`src/rtl/security_zone_ctrl.sv`:
```
// Multi-zone intrusion controller: exit/entry delays, bounded alarm with lockout,
// and a tamper input that forces the alarm regardless of arming.
module security_zone_ctrl #(
  parameter int                   NUM_ZONES   = 4,
  parameter logic [NUM_ZONES-1:0] DELAY_ZONES = NUM_ZONES'(4'b0001),
  parameter int                   EXIT_DELAY  = 16,
  parameter int                   ENTRY_DELAY = 16,
  parameter int                   ALARM_TIME  = 64,
  parameter int                   CNT_W       = 8
) (
  input  logic                 clk,
  input  logic                 rst_n,
  input  logic                 arm,
  input  logic                 disarm,
  input  logic [NUM_ZONES-1:0] zone_in,
  input  logic [NUM_ZONES-1:0] zone_mask,
  input  logic                 tamper,
  output logic                 alarm,
  output logic [2:0]           state,
  output logic [CNT_W-1:0]     timer,
  output logic [NUM_ZONES-1:0] zone_latched,
  output logic                 tamper_latched,
  output logic                 arm_fault
);

  typedef enum logic [2:0] {
    ST_DISARMED = 3'd0,
    ST_EXIT     = 3'd1,
    ST_ARMED    = 3'd2,
    ST_ENTRY    = 3'd3,
    ST_ALARM    = 3'd4,
    ST_LOCKOUT  = 3'd5
  } state_t;

  localparam logic [CNT_W-1:0] EXIT_LOAD  = CNT_W'(EXIT_DELAY - 1);
  localparam logic [CNT_W-1:0] ENTRY_LOAD = CNT_W'(ENTRY_DELAY - 1);
  localparam logic [CNT_W-1:0] ALARM_LOAD = CNT_W'(ALARM_TIME - 1);

  state_t               state_q;
  logic [NUM_ZONES-1:0] act, dly, inst;

  assign act   = zone_in & zone_mask;
  assign dly   = act & DELAY_ZONES;
  assign inst  = act & ~DELAY_ZONES;
  assign state = state_q;

  // NOTE: every register here uses <= so all of them see pre-edge values; a
  // later <= to the same register in this block overrides an earlier one.
  always_ff @(posedge clk or negedge rst_n) begin
    if (!rst_n) begin
      state_q        <= ST_DISARMED;
      timer          <= '0;
      alarm          <= 1'b0;
      zone_latched   <= '0;
      tamper_latched <= 1'b0;
      arm_fault      <= 1'b0;
    end else begin
      arm_fault <= 1'b0;
      if (disarm) begin
        state_q        <= ST_DISARMED;
        timer          <= '0;
        alarm          <= 1'b0;
        zone_latched   <= '0;
        tamper_latched <= 1'b0;
      end else begin
        if (state_q inside {ST_ARMED, ST_ENTRY, ST_ALARM})
          zone_latched <= zone_latched | act;

        // Tamper outranks the state rules except inside ALARM, where it must not
        // extend the alarm.
        if (tamper && state_q != ST_ALARM) begin
          state_q        <= ST_ALARM;
          timer          <= ALARM_LOAD;
          alarm          <= 1'b1;
          tamper_latched <= 1'b1;
        end else begin
          unique case (state_q)
            ST_DISARMED: begin
              if (arm) begin
                if (act == '0) begin
                  state_q        <= ST_EXIT;
                  timer          <= EXIT_LOAD;
                  zone_latched   <= '0;
                  tamper_latched <= 1'b0;
                end else begin
                  arm_fault <= 1'b1;
                end
              end
            end
            ST_EXIT: begin
              if (timer == '0) state_q <= ST_ARMED;
              else             timer   <= timer - 1'b1;
            end
            ST_ARMED: begin
              if (inst != '0) begin
                state_q <= ST_ALARM;
                timer   <= ALARM_LOAD;
                alarm   <= 1'b1;
              end else if (dly != '0) begin
                state_q <= ST_ENTRY;
                timer   <= ENTRY_LOAD;
              end
            end
            ST_ENTRY: begin
              if (inst != '0 || timer == '0) begin
                state_q <= ST_ALARM;
                timer   <= ALARM_LOAD;
                alarm   <= 1'b1;
              end else begin
                timer <= timer - 1'b1;
              end
            end
            ST_ALARM: begin
              if (timer == '0) begin
                state_q <= ST_LOCKOUT;
                alarm   <= 1'b0;
              end else begin
                timer <= timer - 1'b1;
              end
            end
            ST_LOCKOUT: ;
            default: begin
              state_q <= ST_DISARMED;
              timer   <= '0;
              alarm   <= 1'b0;
            end
          endcase
        end
      end
    end
  end

endmodule

```
`config.mk`:
```
export PLATFORM = sky130hd
export DESIGN_NAME = security_zone_ctrl
export DESIGN_NICKNAME = d
export VERILOG_FILES = /design/src/rtl/security_zone_ctrl.sv
export SDC_FILE = /design/constraint.sdc
export NUM_CORES = 1
export LEC_CHECK = 0
export ABC_CLOCK_PERIOD_IN_PS = 2990
export CAP_MARGIN = 20
export CORE_MARGIN = 5
export CORE_UTILIZATION = 49
export CTS_CLUSTER_SIZE = 28
export DETAILED_ROUTE_END_ITERATION = 12
export PLACE_DENSITY = 0.79
export RECOVER_POWER = 50
export SKIP_CTS_REPAIR_TIMING = 1
export SYNTH_ARGS = -nofsm -noshare
export SYNTH_HDL_FRONTEND = slang
export SYNTH_SLANG_ARGS = --single-unit
```
`constraint.sdc`:
```
create_clock -name clk -period 2.99 [get_ports clk]
set_clock_uncertainty 0.15 [all_clocks]
set_input_delay 0.4485 -clock clk [delete_from_list [all_inputs] [get_ports clk]]
set_output_delay 0.4485 -clock clk [all_outputs]
set_load 0.005 [all_outputs]
```
# After elaboration in Yosys (flattened, before gate mapping)
# Cells that the tools add are included.
# totals
in_bits,13
reg_bits,18
# op_classes
n_addsub,1
reduce_logical,16
mux,41
n_eq_ne,16
n_bitwise,2
# ops
op,n
$mux W8,8
$pmux W8 S5,1
$mux W3,9
$mux W4,6
$pmux W3 S6,1
$ne A4 B4 Y1 const B,4
$mux W1,15
$ne A4 B2 Y1 const B,3
$reduce_bool A3 Y1,4
$logic_not A8 Y1,1
$sub A8 B1 Y8 const B,1
$reduce_and A7 Y1,1
$eq A3 B2 Y1 const B,2
$eq A3 B3 Y1 const B,2
$ne A3 B3 Y1 const B,2
$ne A5 B3 Y1 const B,1
$reduce_and A5 Y1,1
$and A4 B4 Y4,1
$logic_not A4 Y1,1
$or A4 B4 Y4,1
$pmux W1 S4,1
$reduce_and A4 Y1,1
$reduce_bool A4 Y1,1
$eq A3 B1 Y1 const B,1
other kinds (7),7

# Longest topological paths before layout
# Gate-level depths: netlist of run 1.
# logic_depth
depth_word,8
depth_mapped,7
ltp_nobuf,7

# Worst setup path before layout of run 1
# Ideal clock, no wire load.
# synth_timing
path_type,register to register
startpoint,register state_q[0] (netlist: state[0])
endpoint,register timer[4]
path_stages_with_launch,8
path_slack_ps,703
path_buffers,2
period_less_slack_ps,2287
t_arrival_ps,2011
required_time_ps,2715
cell_sequence,dfrtp_1 buf_6 or3b_4 a21o_4 nor4_4 or2_1 buf_6 mux2_4
# synth_via
elab_chain_len,5
elab_cells_between_ends,18
cone_classes,eq/ne: 11; mux: 3; reduce/logical: 4
# synth_rtl
element,line_no,text
start: declaration,39,state_t state_q;
start signal: assignment,51,state_q <= ST_DISARMED;
start signal: assignment,60,state_q <= ST_DISARMED;
start signal: assignment,72,state_q <= ST_ALARM;
$eq A3 B3 Y1 / $eq A3 B1 Y1 (equally long branches),77,unique case (state_q)
$reduce_or A2 Y1 (no line),n/a,
$pmux W8 S5,77,
$mux W8,71,if (tamper && state_q != ST_ALARM) begin
$mux W8,59,if (disarm) begin
end signal: assignment,92,else timer <= timer - 1'b1;
end signal: assignment,110,timer <= timer - 1'b1;
end signal: assignment,118,timer <= timer - 1'b1;
end: declaration,20,"output logic [CNT_W-1:0] timer,"
# Parallel ways exist; a longest one is shown, timed or not.
# A chain may end at the register's enable or synchronous reset.

# Final worst setup path of run 1
# layout_timing
startpoint,input zone_in[2]
endpoint,register timer[7]
# layout_via
elab_chain_len,7
elab_cells_between_ends,12
cone_classes,eq/ne: 2; mux: 5; bitwise: 1; reduce/logical: 4
# layout_rtl
element,line_no,text
start: declaration,15,"input logic [NUM_ZONES-1:0] zone_in,"
$and A4 B4 Y4 *,42,assign act = zone_in & zone_mask;
$reduce_bool A4 Y1,"95, 105",
$logic_or A1 B1 Y1,105,if (inst != '0 || timer == '0) begin
$mux W8,105,
$pmux W8 S5,77,
$mux W8,71,
$mux W8,59,
# Every way passes the cells marked *; elsewhere a longest branch is shown, timed or not.

==> results of run 1 <==
power breakdown:
group / switching, uW / internal, uW
Sequential: 101 / 320
Clock: 78.3 / 74.1
Combinational: 438 / 431
cell families after synthesis:
group,share of synthesized area [%]
buf+inv,4.67
xor+xnor,0.681
flops,35.0
mux,4.38
compound gates,24.0
simple gates,29.3
fa+ha+maj,1.95
cells in the mapped netlist, drive strengths merged (3+ instances only):
cell	count
nand3	4
a211o	3
mux2	4
nor3	9
nand2	6
and3	3
a31oi	9
nor2	12
nand2b	6
buf	5
or3	3
a22o	4
nor2b	5
or3b	3
a21oi	6
o21ai	9
dfrtp	18
clkbuf	4
worst paths after layout:
check                      slack, ns                 startpoint                         end
max                             0.31                 zone_in[2]        timer[7]$_DFFE_PN0P_
min                             0.36  zone_latched[2]$_DFF_PN0_   zone_latched[2]$_DFF_PN0_
max reg2reg                     0.42       state[2]$_DFFE_PN0P_        timer[4]$_DFFE_PN0P_
min reg2reg                     0.36  zone_latched[2]$_DFF_PN0_   zone_latched[2]$_DFF_PN0_
max in group asynchronous       1.60                      rst_n        timer[1]$_DFFE_PN0P_
min in group asynchronous       0.55                      rst_n  tamper_latched$_DFFE_PN0P_
through the flow:
| step | utilization (%) | hold WS [ns] | setup slack, ns | total power [uW] | cells |
|---|---|---|---|---|---|
| after global placement | 64.4 | 0.332 | 0.315 | 1270 | 201 |
| after CTS | 65.8 | 0.367 | 0.440 | 1450 | 205 |
| after detailed placement | 64.4 | 0.343 | 0.275 | 1290 | 201 |
| after global routing | 65.7 | 0.400 | 0.201 | 1550 | 205 |
| final | 65.7 | 0.356 | 0.309 | 1440 | 205 |
| after floorplan | - | 0.00291 | 0.703 | 982 | 145 |
flip-flops by register name (all words and copies together), names as in the netlist:
signal / cells
timer: 8
zone_latched: 4
state: 3
alarm: 1
arm_fault: 1
tamper_latched: 1
per-layer routing:
| layer | vias up | global-route usage, % | routed length, um |
|---|---|---|---|
| li1 | 609 | - | - |
| met4 | 0 | 5.88 | 16 |
| met1 | 599 | 28.9 | 1510 |
| met2 | 73 | 32.5 | 1650 |
| met3 | 2 | 2.52 | 308 |
| met5 | - | 0 | 0 |
critical path, delay by kind of cell:
kind,cells,cell delay (ns)
simple gates,2,0.61
compound gates,3,0.81
buf+inv,2,0.84
cell type report:
class / instances / share of cell area (%)
flip-flops and latches: 18 / 27.4
repair buffers: 35 / 20.4
clock buffers: 4 / 2.21
inverters: 2 / 0.457
well taps: 30 / 2.29
multi-input cells: 116 / 47.3
==> impl_metrics.py, run 1 <==
metrics = {
    "yosys": {
        "yosysTopAreaCell": "dfrtp_1",
        "ys_seq_area_share_pct": 35.0,
        "ys_types": 45,
        "synthTopCellsByArea": "dfrtp_1 (35%), a31oi_1 (4.4%), nor3_1 (3.5%)",
        "synthArstFlopShare_pct": 100,
        "yosysWarnings": 0,
        "ys.flop_type": "dfrtp_1",
        "synth_edf_count": 0,
        "syn_area_mm2": 0.00129,
        "synth_seq_cells": 18,
        "avgSynthCellArea_um2": 8.87,
        "synth_cells": 145,
        "synth_nets": 160,
        "yosysTopAreaCellShare_pct": 35.0,
    },
    "floorplan": {
        "dieWidth_um": 61.2,
        "num_rows": 18,
        "start_util_pct": 51.5,
        "die_area_mm2": 0.00375,
        "coreArea_mm2": 0.00250,
        "io_pins": 31,
        "die_y_um": 61.2,
    },
    "worst_hold_path": {
        "hp-class": "reg -> reg",
        "holdPathStages": 2,
    },
    "sta": {
        "fmax_mhz": 373,
        "slew-limit-headroom_pct": 41.6,
        "worst_pin_slew_ns": 0.873,
        "fin_setup_tns_ns": 0,
        "slew_violations": 0,
        "finalHoldViolations": 0,
        "finalCriticalPeriod_ns": 2.68,
        "setup_violations": 0,
        "post-route-period-util_pct": 89.7,
        "grt_setup_unrepaired": "false",
    },
    "finish": {
        "multi_input_area_um2": 776,
        "layout_commonest_cell": "clkdlybuf4s50_1",
        "antenna_cells": 0,
        "mostFrequentLayoutCells": "clkdlybuf4s50_1 (21), dfrtp_1 (18), nor2_1 (12)",
        "final_area_mm2": 0.00164,
        "area_growth_pct": 27.6,
        "ff_latch_area_um2": 450,
        "nFillCells": 212,
        "final_nets": 191,
        "drive_above_1_share_pct": 10.3,
    },
    "clock_tree": {
        "clkTransAtPathRegs_ns": 0.11,
        "worstSkewPairLatency_ns": 0.29,
        "cts_made_buffers": 3,
        "clock-root-buffer": "clkbuf_4",
        "clkSinkCount": 18,
        "cts_max_path_buffers": 2,
        "tritoncts": "done",
        "h-tree-depth": 1,
    },
    "detailed_routing": {
        "drc": 0,
        "drtIter0Drc": 72,
        "ant_nets": 0,
        "via_count": 1283,
        "routed_wirelength_um": 3480,
        "dr.pass1.iters": 4,
        "wire_per_inst_um": 17.0,
        "viasPerCell": 6.26,
    },
    "place": {
        "place.gp.congestion": 0.935,
        "port_buffers": 30,
        "place_area_mm2": 0.00161,
        "dpl.hpwl_um": 2610,
    },
    "critical_path": {
        "crit_required_ns": 3.03,
        "cp-end-kind": "register",
        "worst_setup_path_start_kind": "input pin",
        "r2r_cells": 5,
        "worstPathCellList": "clkdlybuf4s50_1 -> a222oi_1 -> clkbuf_1 -> and3_1 -> o211ai_1 -> or2_1 -> a211o_1",
        "slowest_stage": "clkdlybuf4s50_1",
        "path_max_fanout": 12,
        "critPathArrivalTime_ns": 2.72,
        "cpPeakStageDelay_ns": 0.42,
        "critPathKind": "in -> reg",
    },
    "pwr": {
        "vdd_drop_max_uv": 561,
        "power_density_mw_per_mm2": 879,
        "leakagePower_uw": 0.000726,
    },
    "outcome": {
        "status": "finished, final reports clean",
    },
    "grt": {
        "grt_pass1_vias": 1231,
        "grt_pass1_wl_um": 5820,
        "antenna_found_initial": 0,
        "gr-usage-all-layers_pct": 20.4,
        "grt_max_degree": 20,
        "overflow": 0,
    },
    "job": {
        "drv_cap": 0,
    },
}
No activity file was read; power rests on OpenSTA's default activity.
==> inputs of run 2 (changes only) <==
RECOVER_POWER = default   (was 50)
==> run 2 against run 1 <==
  * Die area unchanged
  * Non-clock buffer count unchanged
  * Setup slack improved by 0.11 ns
  * Routed wire length about the same
  * Largest power group unchanged
==> impl_metrics.py, run 2 (same netlist as run 1, synthesis figures left out) <==
metrics = {
    "floorplan": {
        "io_pins": 31,
        "die_y_um": 61.2,
        "coreArea_mm2": 0.00250,
        "start_util_pct": 51.5,
        "die_area_mm2": 0.00375,
        "dieWidth_um": 61.2,
        "num_rows": 18,
    },
    "sta": {
        "finalCriticalPeriod_ns": 2.58,
        "post-route-period-util_pct": 86.1,
        "grt_setup_unrepaired": "false",
        "slew-limit-headroom_pct": 42.7,
        "finalHoldViolations": 0,
        "setup_violations": 0,
        "slew_violations": 0,
        "fmax_mhz": 388,
        "worst_pin_slew_ns": 0.857,
        "fin_setup_tns_ns": 0,
        "whs_ns": 0.364,
    },
    "place": {
        "port_buffers": 30,
        "dpl.hpwl_um": 2610,
        "dp.cells": 201,
        "place.gp.congestion": 0.935,
        "place_area_mm2": 0.00161,
    },
    "finish": {
        "final_nets": 191,
        "area_growth_pct": 27.9,
        "mostFrequentLayoutCells": "clkdlybuf4s50_1 (30), dfrtp_1 (18), nor2_1 (12)",
        "max_flop_register": "timer",
        "final_area_mm2": 0.00165,
        "largest_reg_flops": 8,
        "drive_above_1_share_pct": 10.9,
        "antenna_cells": 0,
        "nFillCells": 210,
        "stdcell_count": 205,
        "layout_commonest_cell": "clkdlybuf4s50_1",
    },
    "detailed_routing": {
        "viasPerCell": 6.31,
        "drtIter0Drc": 70,
        "drc": 0,
        "wire_per_inst_um": 17.0,
        "via_count": 1294,
        "dr.pass1.iters": 4,
        "ant_nets": 0,
        "routed_wirelength_um": 3480,
    },
    "critical_path": {
        "critPathArrivalTime_ns": 2.61,
        "critPathKind": "reg -> reg",
        "worstPathCellList": "or3b_4 -> a21o_4 -> nor4_4 -> or2_1 -> mux2_4",
        "cp.buffers_inverters": 0,
        "path_max_fanout": 15,
        "worst_setup_path_start_kind": "register",
        "cpPeakStageDelay_ns": 0.61,
        "crit_family": "simple AND/OR/NAND/NOR gates",
        "cp-end-kind": "register",
        "crit_required_ns": 3.02,
        "slowest_stage": "dfrtp_1",
    },
    "pwr": {
        "power.total_uw": 1450,
        "leakagePower_uw": 0.000706,
        "power_density_mw_per_mm2": 881,
        "vdd_drop_max_uv": 559,
    },
    "clock_tree": {
        "cts_max_path_buffers": 2,
        "cts_made_buffers": 3,
        "clock-root-buffer": "clkbuf_4",
        "worstSkewPairLatency_ns": 0.29,
        "tritoncts": "done",
        "clkSinkCount": 18,
        "clkTransAtPathRegs_ns": 0.11,
        "h-tree-depth": 1,
    },
    "grt": {
        "grt_max_degree": 20,
        "gr-usage-all-layers_pct": 20.4,
        "overflow": 0,
        "grt_pass1_wl_um": 5820,
        "grt_pass1_vias": 1231,
        "antenna_found_initial": 0,
    },
    "outcome": {
        "status": "finished, final reports clean",
    },
    "worst_hold_path": {
        "hp-class": "reg -> reg",
    },
    "job": {
        "drv_cap": 0,
    },
}
==> run 2: cell types whose count changed in the layout (fill, tap and decap cells not counted) <==
cell | before | now
buf_4 | 4 | 5
clkdlybuf4s50_1 | 21 | 30
clkbuf_1 | 1 | 0
dlygate4sd3_1 | 9 | 0
==> run 2: layout make-up <==
cell class / instances / area (um^2) / area share (%)
clock buffers: 4 / 36.3 / 2.21
inverters: 2 / 7.51 / 0.456
multi-input cells: 116 / 776 / 47.1
flip-flops and latches: 18 / 450 / 27.4
well taps: 30 / 37.5 / 2.28
repair buffers: 35 / 338 / 20.5
==> run 2: final timing paths <==
path                                           startpoint                          to  slack, ns  cells after the start
worst max-delay path                 state[2]$_DFFE_PN0P_        timer[4]$_DFFE_PN0P_       0.41                      5
worst max register to register       state[2]$_DFFE_PN0P_        timer[4]$_DFFE_PN0P_       0.41                      5
min in group asynchronous                           rst_n  tamper_latched$_DFFE_PN0P_       0.48                      1
max in group asynchronous                           rst_n        timer[1]$_DFFE_PN0P_       1.67                      1
worst min-delay path            zone_latched[2]$_DFF_PN0_   zone_latched[2]$_DFF_PN0_       0.36                      2
worst min register to register  zone_latched[2]$_DFF_PN0_   zone_latched[2]$_DFF_PN0_       0.36                      2
==> run 2: per-stage QoR <==
step | util, % | setup slack, ns
final | 65.8 | 0.415
after global routing | 65.8 | 0.315
after CTS | 65.8 | 0.440
after detailed placement | 64.4 | 0.275
after global placement | 64.4 | 0.315
after floorplan | - | 0.703
==> run 2: per-layer routing <==
| layer | vias to the layer above | global-route usage [%] | share of wire (%) |
|---|---|---|---|
| li1 | 611 | - | - |
| met1 | 613 | 28.9 | 43 |
| met2 | 66 | 32.5 | 48 |
| met3 | 4 | 2.52 | 8.5 |
| met4 | 0 | 5.88 | 0.23 |
| met5 | - | 0 | 0 |
==> run 2: report_power, final <==
| group | internal [uW] | switching [uW] | leakage [uW] |
|---|---|---|---|
| registers | 320 | 103 | 0.000237 |
| clock network | 74.1 | 77.6 | 0.0000210 |
| logic | 440 | 436 | 0.000447 |
==> run 2: tightest hold or removal path, delay by kind of cell (launching register included) <==
family	cells	cell delay, ns
AOI/OAI and AO/OA	1	0.05
DFF	1	0.36
and+or+nand+nor	1	0.07
==> edit, RTL diff (flow settings as in run 2) <==
Change the parameter `CNT_W` from 8 to 10.
--- a/src/rtl/security_zone_ctrl.sv
+++ b/src/rtl/security_zone_ctrl.sv
@@ -7,5 +7,5 @@
   parameter int                   ENTRY_DELAY = 16,
   parameter int                   ALARM_TIME  = 64,
-  parameter int                   CNT_W       = 8
+  parameter int                   CNT_W       = 10
 ) (
   input  logic                 clk,
Ports: changed (resized timer); port bits go from 31 to 33. No check against the original RTL was run, so the function may have changed too.
==> edit against run 2 <==
- total power up 2.1%
- setup slack better by 0.065 ns
- critical endpoint is now timer[3]
- largest cell class unchanged
- combinational power about the same
- routed wire length up 0.14%
- synthesized area up 4.3%
- critical path type unchanged
- final area up 4.2%
- sequential cell count up 2
==> edit: results (changes against run 2) <==
syn_nets: 175  # +9.4%
reg2reg_depth: 8  # +3
seq_cells: 20  # +2
synthDistinctLibCells: 41  # -8.9%
switchingPower_uw: 650  # +5.5%
clk_share_pct: 1.31  # -0.89 points
regMostFlops: "timer"
irDropWorstVdd_mv: 0.674  # +21%
hold_start: "alarm"
status: "complete, no violations"
multi_input_area_share_pct: 44.8  # -2.3 points
buffers: 37  # +5.7%
wl_met1_um: 1610  # +6.1%
critical_path_arrival_ns: 2.53  # -0.08 ns
io_buffers: 32  # +6.7%
yosysSeqAreaShare_pct: 37.3  # +2.3 points
clock_buffer_count: 3  # -1
vias: 1355  # +4.7%
drt_iter0_markers: 100  # +43%
place.gp.congestion: 0.896  # -4.2%
largest_reg_flops: 10  # +2
pg_comb_uw: 873  # about the same
dr_wl_met2_um: 1640  # -1.3%
synthTopCellsByCount: "dfrtp_1 (20), nor2_1 (19), a21oi_1 (12), nand2_1 (12), o31ai_1 (12)"
critical-path-slowest-cell: "or4b_4"
grt_max_degree: 21  # +5.0%
nets: 207  # +8.4%
grt_pass1_wl_um: 6030  # +3.7%
cp_max_fo: 11  # -4
met3_length_um: 210  # -29%
seqCellArea_um2: 500  # +11%
num-multi-input-gates: 124  # +6.9%
hold_end: "alarm"
fill_cells: 223  # +6.2%
pre_cts_slack_ns: 0.299  # +0.0241 ns
bufAreaShareNonClock_pct: 20.9  # +0.34 points
synth_area_leaders: "dfrtp_1 (37%), o31ai_1 (6.7%), nor2_1 (5.3%), a21oi_1 (4.5%), nand2_1 (3.4%)"
dr.pass1.iters: 4  # unchanged
final_layout_size_suffix_gt1_share_pct: 6.81  # -4.1 points
tightest_slew_ns: 0.874  # +0.0168 ns
critPathMaxStageDelay_ns: 0.49  # -0.12 ns
r2r_slack_ns: 0.48  # +0.06 ns
n_all_inverters: 7  # +5
worstSetupStartpoint: "timer[0]"
fmax_mhz: 398  # +2.6%
## edit: cell count changes after synthesis, moves of 6 or more
cell     delta
a21oi_1     +6
a31oi_1     -6
nand2_1     +6
nor2_1      +7
o31ai_1    +10
## edit: stage by stage
step	power, mW	cell area (um2)	hold slack (ns)	util [%]	instances
global placement	1.32	1690	0.326	63.0	219
floorplan	1.02	1340	0.00291	-	161
finish	1.48	1710	0.351	63.8	222
global route	1.61	1710	0.382	63.8	222
CTS	1.48	1710	0.355	63.8	222
detailed placement	1.35	1690	0.329	63.0	219
## edit: metal layers
metal | vias to the layer above | GRT usage, %
met1 | 646 | 24.9
met2 | 40 | 28.8
met5 | - | 0
met3 | 4 | 3.96
met4 | 0 | 5.04
li1 | 665 | -
## edit: cells by family after synthesis
family                     count (synthesis)  synth area share (%)
muxes                                      3                  2.43
DFF                                       20                  37.3
and+or+nand+nor                           64                  25.5
adders and majority gates                  1                 0.933
buffers and inverters                     17                  5.41
AOI/OAI and AO/OA                         56                  28.5
